File: src/rtl/uart_tx_fifo.sv
// Byte FIFO feeding uart_tx through the uart_tx_en / uart_tx_busy handshake.
// Optional feature macro UART_TX_FIFO_FLUSH_EN adds a synchronous flush input.
module uart_tx_fifo #(
    parameter int DEPTH_LOG2 = 4
) (
    input  logic                  clk,
    input  logic                  resetn,
`ifdef UART_TX_FIFO_FLUSH_EN
    input  logic                  flush,
`endif
    input  logic                  wr_en,
    input  logic [7:0]            wr_data,
    output logic                  full,
    output logic                  empty,
    output logic [DEPTH_LOG2:0]   level,
    output logic                  overflow,
    input  logic                  ovf_clr,
    input  logic                  uart_tx_busy,
    output logic                  uart_tx_en,
    output logic [7:0]            uart_tx_data
);
    localparam int DEPTH = 2 ** DEPTH_LOG2;
    localparam int LW    = DEPTH_LOG2 + 1;
    localparam logic [DEPTH_LOG2-1:0] PTR_ONE  = DEPTH_LOG2'(1);
    localparam logic [DEPTH_LOG2:0]   LVL_ONE  = LW'(1);
    localparam logic [DEPTH_LOG2:0]   LVL_FULL = LW'(DEPTH);

    typedef enum logic [1:0] {
        S_IDLE,
        S_ISSUE,
        S_WAIT,
        S_DONE
    } state_t;

    logic [7:0]            mem [DEPTH];
    logic [DEPTH_LOG2-1:0] wr_ptr;
    logic [DEPTH_LOG2-1:0] rd_ptr;
    state_t                state;
    state_t                state_next;
    logic                  pop;
    logic                  push;
    logic                  drop;
    logic                  flush_i;

`ifdef UART_TX_FIFO_FLUSH_EN
    assign flush_i = flush;
`else
    assign flush_i = 1'b0;
`endif

    assign full  = (level == LVL_FULL);
    assign empty = (level == '0);

    // A same-cycle pop frees a slot, so a push into a full FIFO is still accepted.
    assign push = wr_en && (!full || pop) && !flush_i;
    assign drop = wr_en && full && !pop && !flush_i;

    always_ff @(posedge clk or negedge resetn) begin
        if (!resetn) begin
            state <= S_IDLE;
        end else begin
            state <= state_next;
        end
    end

    always_comb begin
        state_next = state;
        pop        = 1'b0;
        uart_tx_en = 1'b0;
        case (state)
            S_IDLE: begin
                if (!empty && !uart_tx_busy) begin
                    pop        = 1'b1;
                    state_next = S_ISSUE;
                end
            end
            S_ISSUE: begin
                uart_tx_en = 1'b1;
                state_next = uart_tx_busy ? S_DONE : S_WAIT;
            end
            S_WAIT: begin
                if (uart_tx_busy) begin
                    state_next = S_DONE;
                end
            end
            S_DONE: begin
                if (!uart_tx_busy) begin
                    state_next = S_IDLE;
                end
            end
            default: state_next = S_IDLE;
        endcase
    end

    always_ff @(posedge clk) begin
        if (push) begin
            mem[wr_ptr] <= wr_data;
        end
    end

    always_ff @(posedge clk or negedge resetn) begin
        if (!resetn) begin
            wr_ptr       <= '0;
            rd_ptr       <= '0;
            level        <= '0;
            overflow     <= 1'b0;
            uart_tx_data <= 8'h00;
        end else begin
            if (flush_i) begin
                wr_ptr <= '0;
                rd_ptr <= '0;
                level  <= '0;
            end else begin
                if (push) begin
                    wr_ptr <= wr_ptr + PTR_ONE;
                end
                if (pop) begin
                    rd_ptr <= rd_ptr + PTR_ONE;
                end
                if (push && !pop) begin
                    level <= level + LVL_ONE;
                end else if (pop && !push) begin
                    level <= level - LVL_ONE;
                end
            end
            // The popped byte stays on uart_tx_data until the next pop, even across a flush.
            if (pop) begin
                uart_tx_data <= mem[rd_ptr];
            end
            if (drop) begin
                overflow <= 1'b1;
            end else if (ovf_clr) begin
                overflow <= 1'b0;
            end
        end
    end

endmodule
File: config.mk
export PLATFORM = sky130hd
export DESIGN_NAME = uart_tx_fifo
export DESIGN_NICKNAME = d
export VERILOG_FILES = /design/src/rtl/uart_tx_fifo.sv
export SDC_FILE = /design/constraint.sdc
export NUM_CORES = 1
export LEC_CHECK = 0
export ABC_AREA = 1
export CAP_MARGIN = 25
export CORE_MARGIN = 2
export CORE_UTILIZATION = 45
export DETAILED_ROUTE_END_ITERATION = 16
export SLEW_MARGIN = 20
export SYNTH_ARGS = -nofsm -noshare
export SYNTH_HDL_FRONTEND = slang
export SYNTH_SLANG_ARGS = --single-unit
export TNS_END_PERCENT = 30
File: constraint.sdc
create_clock -name clk -period 7.5 [get_ports clk]
set_clock_uncertainty 0.15 [all_clocks]
set_input_delay 1.5 -clock clk [delete_from_list [all_inputs] [get_ports clk]]
set_output_delay 1.5 -clock clk [all_outputs]
set_load 0.02 [all_outputs]
==> results.sh <==
export IMPL_reg_to_reg_startpoint="state[0]"
export IMPL_crit_path_start_kind="input port"
export IMPL_fp_dieH_um=128
export IMPL_antenna_diode_count=0
export IMPL_report_final_setup_viol=0
export IMPL_grt_pass1_vias=4505
export IMPL_cap_viol_max_count=0
export IMPL_port_buffers=29
export IMPL_postSynthRegisterBits=152
export IMPL_wire_per_inst_um=17.3
export IMPL_first_pass_grt_wire_length_mm=24.7
export IMPL_finalInstanceArea_sq_um=8020
export IMPL_htree_num_levels=4
export IMPL_synth_area_sq_um=6930
export IMPL_r2r_cells=15
export IMPL_design_core_area_sq_um=15100
export IMPL_rsz_0062_raised_after_global_routing="false"
export IMPL_dpl_hpwl_mm=10.5
export IMPL_cts_root_buffer_cell="sky130_fd_sc_hd__clkbuf_16"
export IMPL_power_density_nw_per_um2=386
export IMPL_cts_hold_repair_buffers=0
export IMPL_finalWorstPathRequiredPeriod_ns=3.81
export IMPL_clock_tree_from_tritoncts="yes"
export IMPL_synth_top_cells_by_area="sky130_fd_sc_hd__edfxtp_1 55%, sky130_fd_sc_hd__nand2_1 13%, sky130_fd_sc_hd__dfrtp_1 8.7%"
export IMPL_drt_iter0_drc=527
export IMPL_num_vias=4700
export IMPL_final_cell_mix="231 x sky130_fd_sc_hd__nand2_1, 128 x sky130_fd_sc_hd__edfxtp_1, 118 x sky130_fd_sc_hd__inv_1"
export IMPL_routed_via_density=5.06
export IMPL_ys_seq_area_frac=0.641
export IMPL_post_synth_top_area_cell="sky130_fd_sc_hd__edfxtp_1"
export IMPL_finalMaxSlewViolations=0
export IMPL_synthToLayoutAreaGrowth_pct=15.6
export IMPL_grt_start_max_net_pins=68
export IMPL_cts_inserted_buffers=17
export IMPL_status="finished clean"
export IMPL_worstSetupPathType="in -> reg"
export IMPL_critical_path_arrival_ns=4.03
export IMPL_gp_congestion=0.883
export IMPL_postCtsSetupBuffers=0
export IMPL_worstSkewPairLatency_ns=0.43
export IMPL_critical_path_reg2reg_endpoint="level[4]"
export IMPL_path_max_fanout=22
export IMPL_fp_dieW_um=128
export IMPL_cts_path_max_buffers=2
export IMPL_detail_route_first_pass_iterations=6
export IMPL_irDropWorstVdd_uv=219
export IMPL_routed_wl_mm=16.1
export IMPL_setup_worst_path_start="uart_tx_busy"
export IMPL_reg2reg_setup_slack_ns=4.43
export IMPL_synth_top_cell_area_share=0.554
export IMPL_postSynthCellCount=698
export IMPL_grt_overflow=0
export IMPL_drt_antenna_violating_nets=0
export IMPL_cts_sinks=152
export IMPL_die_area_sq_um=16400
export IMPL_grt_antenna_before_repair=0
export IMPL_report_power_total_w=0.00310
export IMPL_cts_repair_resize_count=0
export IMPL_cts_reportedPaths_clkPinSlew_ns=0.06
export IMPL_yosysWarningCount=0
export IMPL_route_detailed_drc=0
export IMPL_min_delay_path_class="reg -> reg"
export IMPL_max_slew_worst_pin_slew_ns=1.04
export IMPL_post_route_period_util=0.508
export IMPL_post_synth_num_cell_types=28
export IMPL_top_level_pins=30
export IMPL_headroom_to_the_max_slew_limit=0.298
export IMPL_cp_data_required_time_ns=7.72
export IMPL_design_final_nets=755
export IMPL_initial_utilization=0.458
export IMPL_static_leakage_nw=3.54
export IMPL_floorplan_rows=45
export IMPL_fraction_of_layout_instances_using_a_drive_strength_above_1=0.0676
export IMPL_mappedNetlistNets=726
export IMPL_crit_path_end_kind="flop"
export IMPL_max_freq_ghz=0.262
export IMPL_postPlaceCellArea_sq_um=7300
export IMPL_grt_use_total=0.208
export IMPL_commonest_non_fill_non_tap_cell_in_the_layout="sky130_fd_sc_hd__nand2_1"
export IMPL_critPathCapture="level[4]"
export IMPL_setup_tns_final_ns=0
export IMPL_final_hold_violations=0
export IMPL_syn_avg_cell_area_sq_um=9.93
Yosys cell counts (all sizes together):
cell	count
inv	125
dfrtp	24
mux2i	1
xor2	5
edfxtp	128
nand3b	1
o21bai	1
nor2	2
nor4	1
buf	29
nand2	233
o21ai	5
a21oi	2
xnor2	2
nand3	105
fa	1
ha	14
o211ai	1
a31oi	1
nor3	17
area by class of cell:
| type | count | area [sq um] |
|---|---|---|
| fillers | 1328 | 7130 |
| flip-flops and latches | 152 | 4450 |
| multi-input cells | 392 | 1850 |
| clock buffers | 24 | 482 |
| inverters | 125 | 469 |
| repair buffers | 39 | 388 |
| well taps | 188 | 235 |
| clock inverters | 8 | 145 |
per-stage QoR:
step | std cells | util | hold WS [ns] | setup slack (ns)
2_1_floorplan | 698 | - | 0.342 | 4.36
3_3_place_gp | 886 | 0.481 | 0.316 | 3.33
3_5_place_dp | 887 | 0.482 | 0.319 | 3.28
4_1_cts | 919 | 0.523 | 0.335 | 3.72
5_1_grt | 928 | 0.529 | 0.378 | 3.48
6_report | 928 | 0.529 | 0.336 | 3.69
report_power, final:
group	switching (W)	internal, W	leakage, nW
registers	0.000148	0.00104	1.45
logic	0.000651	0.000359	1.78
clock network	0.000316	0.000582	0.302
total	0.00112	0.00198	3.54
critical path, stage by stage:
cell                              delay, ns
sky130_fd_sc_hd__clkdlybuf4s50_1       0.48
sky130_fd_sc_hd__o211ai_1              0.23
sky130_fd_sc_hd__nand2_2               0.37
sky130_fd_sc_hd__inv_2                 0.21
sky130_fd_sc_hd__ha_1                  0.26
sky130_fd_sc_hd__inv_1                 0.10
sky130_fd_sc_hd__ha_1                  0.30
sky130_fd_sc_hd__nand2_1               0.10
sky130_fd_sc_hd__nand2_1               0.05
sky130_fd_sc_hd__a21oi_1               0.15
sky130_fd_sc_hd__xor2_1                0.16
sky130_fd_sc_hd__nand2_1               0.06
sky130_fd_sc_hd__nand2_1               0.05
metal layers:
| layer | GRT usage | up-vias | share of wire |
|---|---|---|---|
| met4 | 0.0782 | 0 | 0.021 |
| met3 | 0.0442 | 24 | 0.062 |
| met2 | 0.336 | 146 | 0.48 |
| met5 | 0 | - | 0 |
| li1 | - | 2294 | - |
| met1 | 0.279 | 2236 | 0.44 |
kinds of logic after synthesis:
| logic type | share of synthesized area |
|---|---|
| xor+xnor | 0.00884 |
| fa+ha+maj | 0.0282 |
| buf+inv | 0.0929 |
| flops | 0.641 |
| simple gates | 0.219 |
| compound gates | 0.00812 |
| mux | 0.00144 |
worst min-delay path by stage:
stage	slack (ns)	start	cells past startpoint	end
6_report	0.34	uart_tx_data[0]	2	uart_tx_data[0]
5_1_grt	0.38	uart_tx_data[6]	2	uart_tx_data[6]
4_1_cts	0.34	uart_tx_data[0]	2	uart_tx_data[0]
3_5_place_dp	0.32	uart_tx_data[0]	2	uart_tx_data[0]
3_3_place_gp	0.32	uart_tx_data[7]	2	uart_tx_data[7]
2_1_floorplan	0.34	wr_ptr[3]	2	wr_ptr[3]
registers in the layout, summed over array words and instances, names as in the netlist:
| signal | flops |
|---|---|
| wr_ptr | 4 |
| overflow | 1 |
| level | 5 |
| mem | 128 |
| rd_ptr | 4 |
| uart_tx_data | 8 |
| state | 2 |
Note: power is estimated with default switching activity, not from simulation.
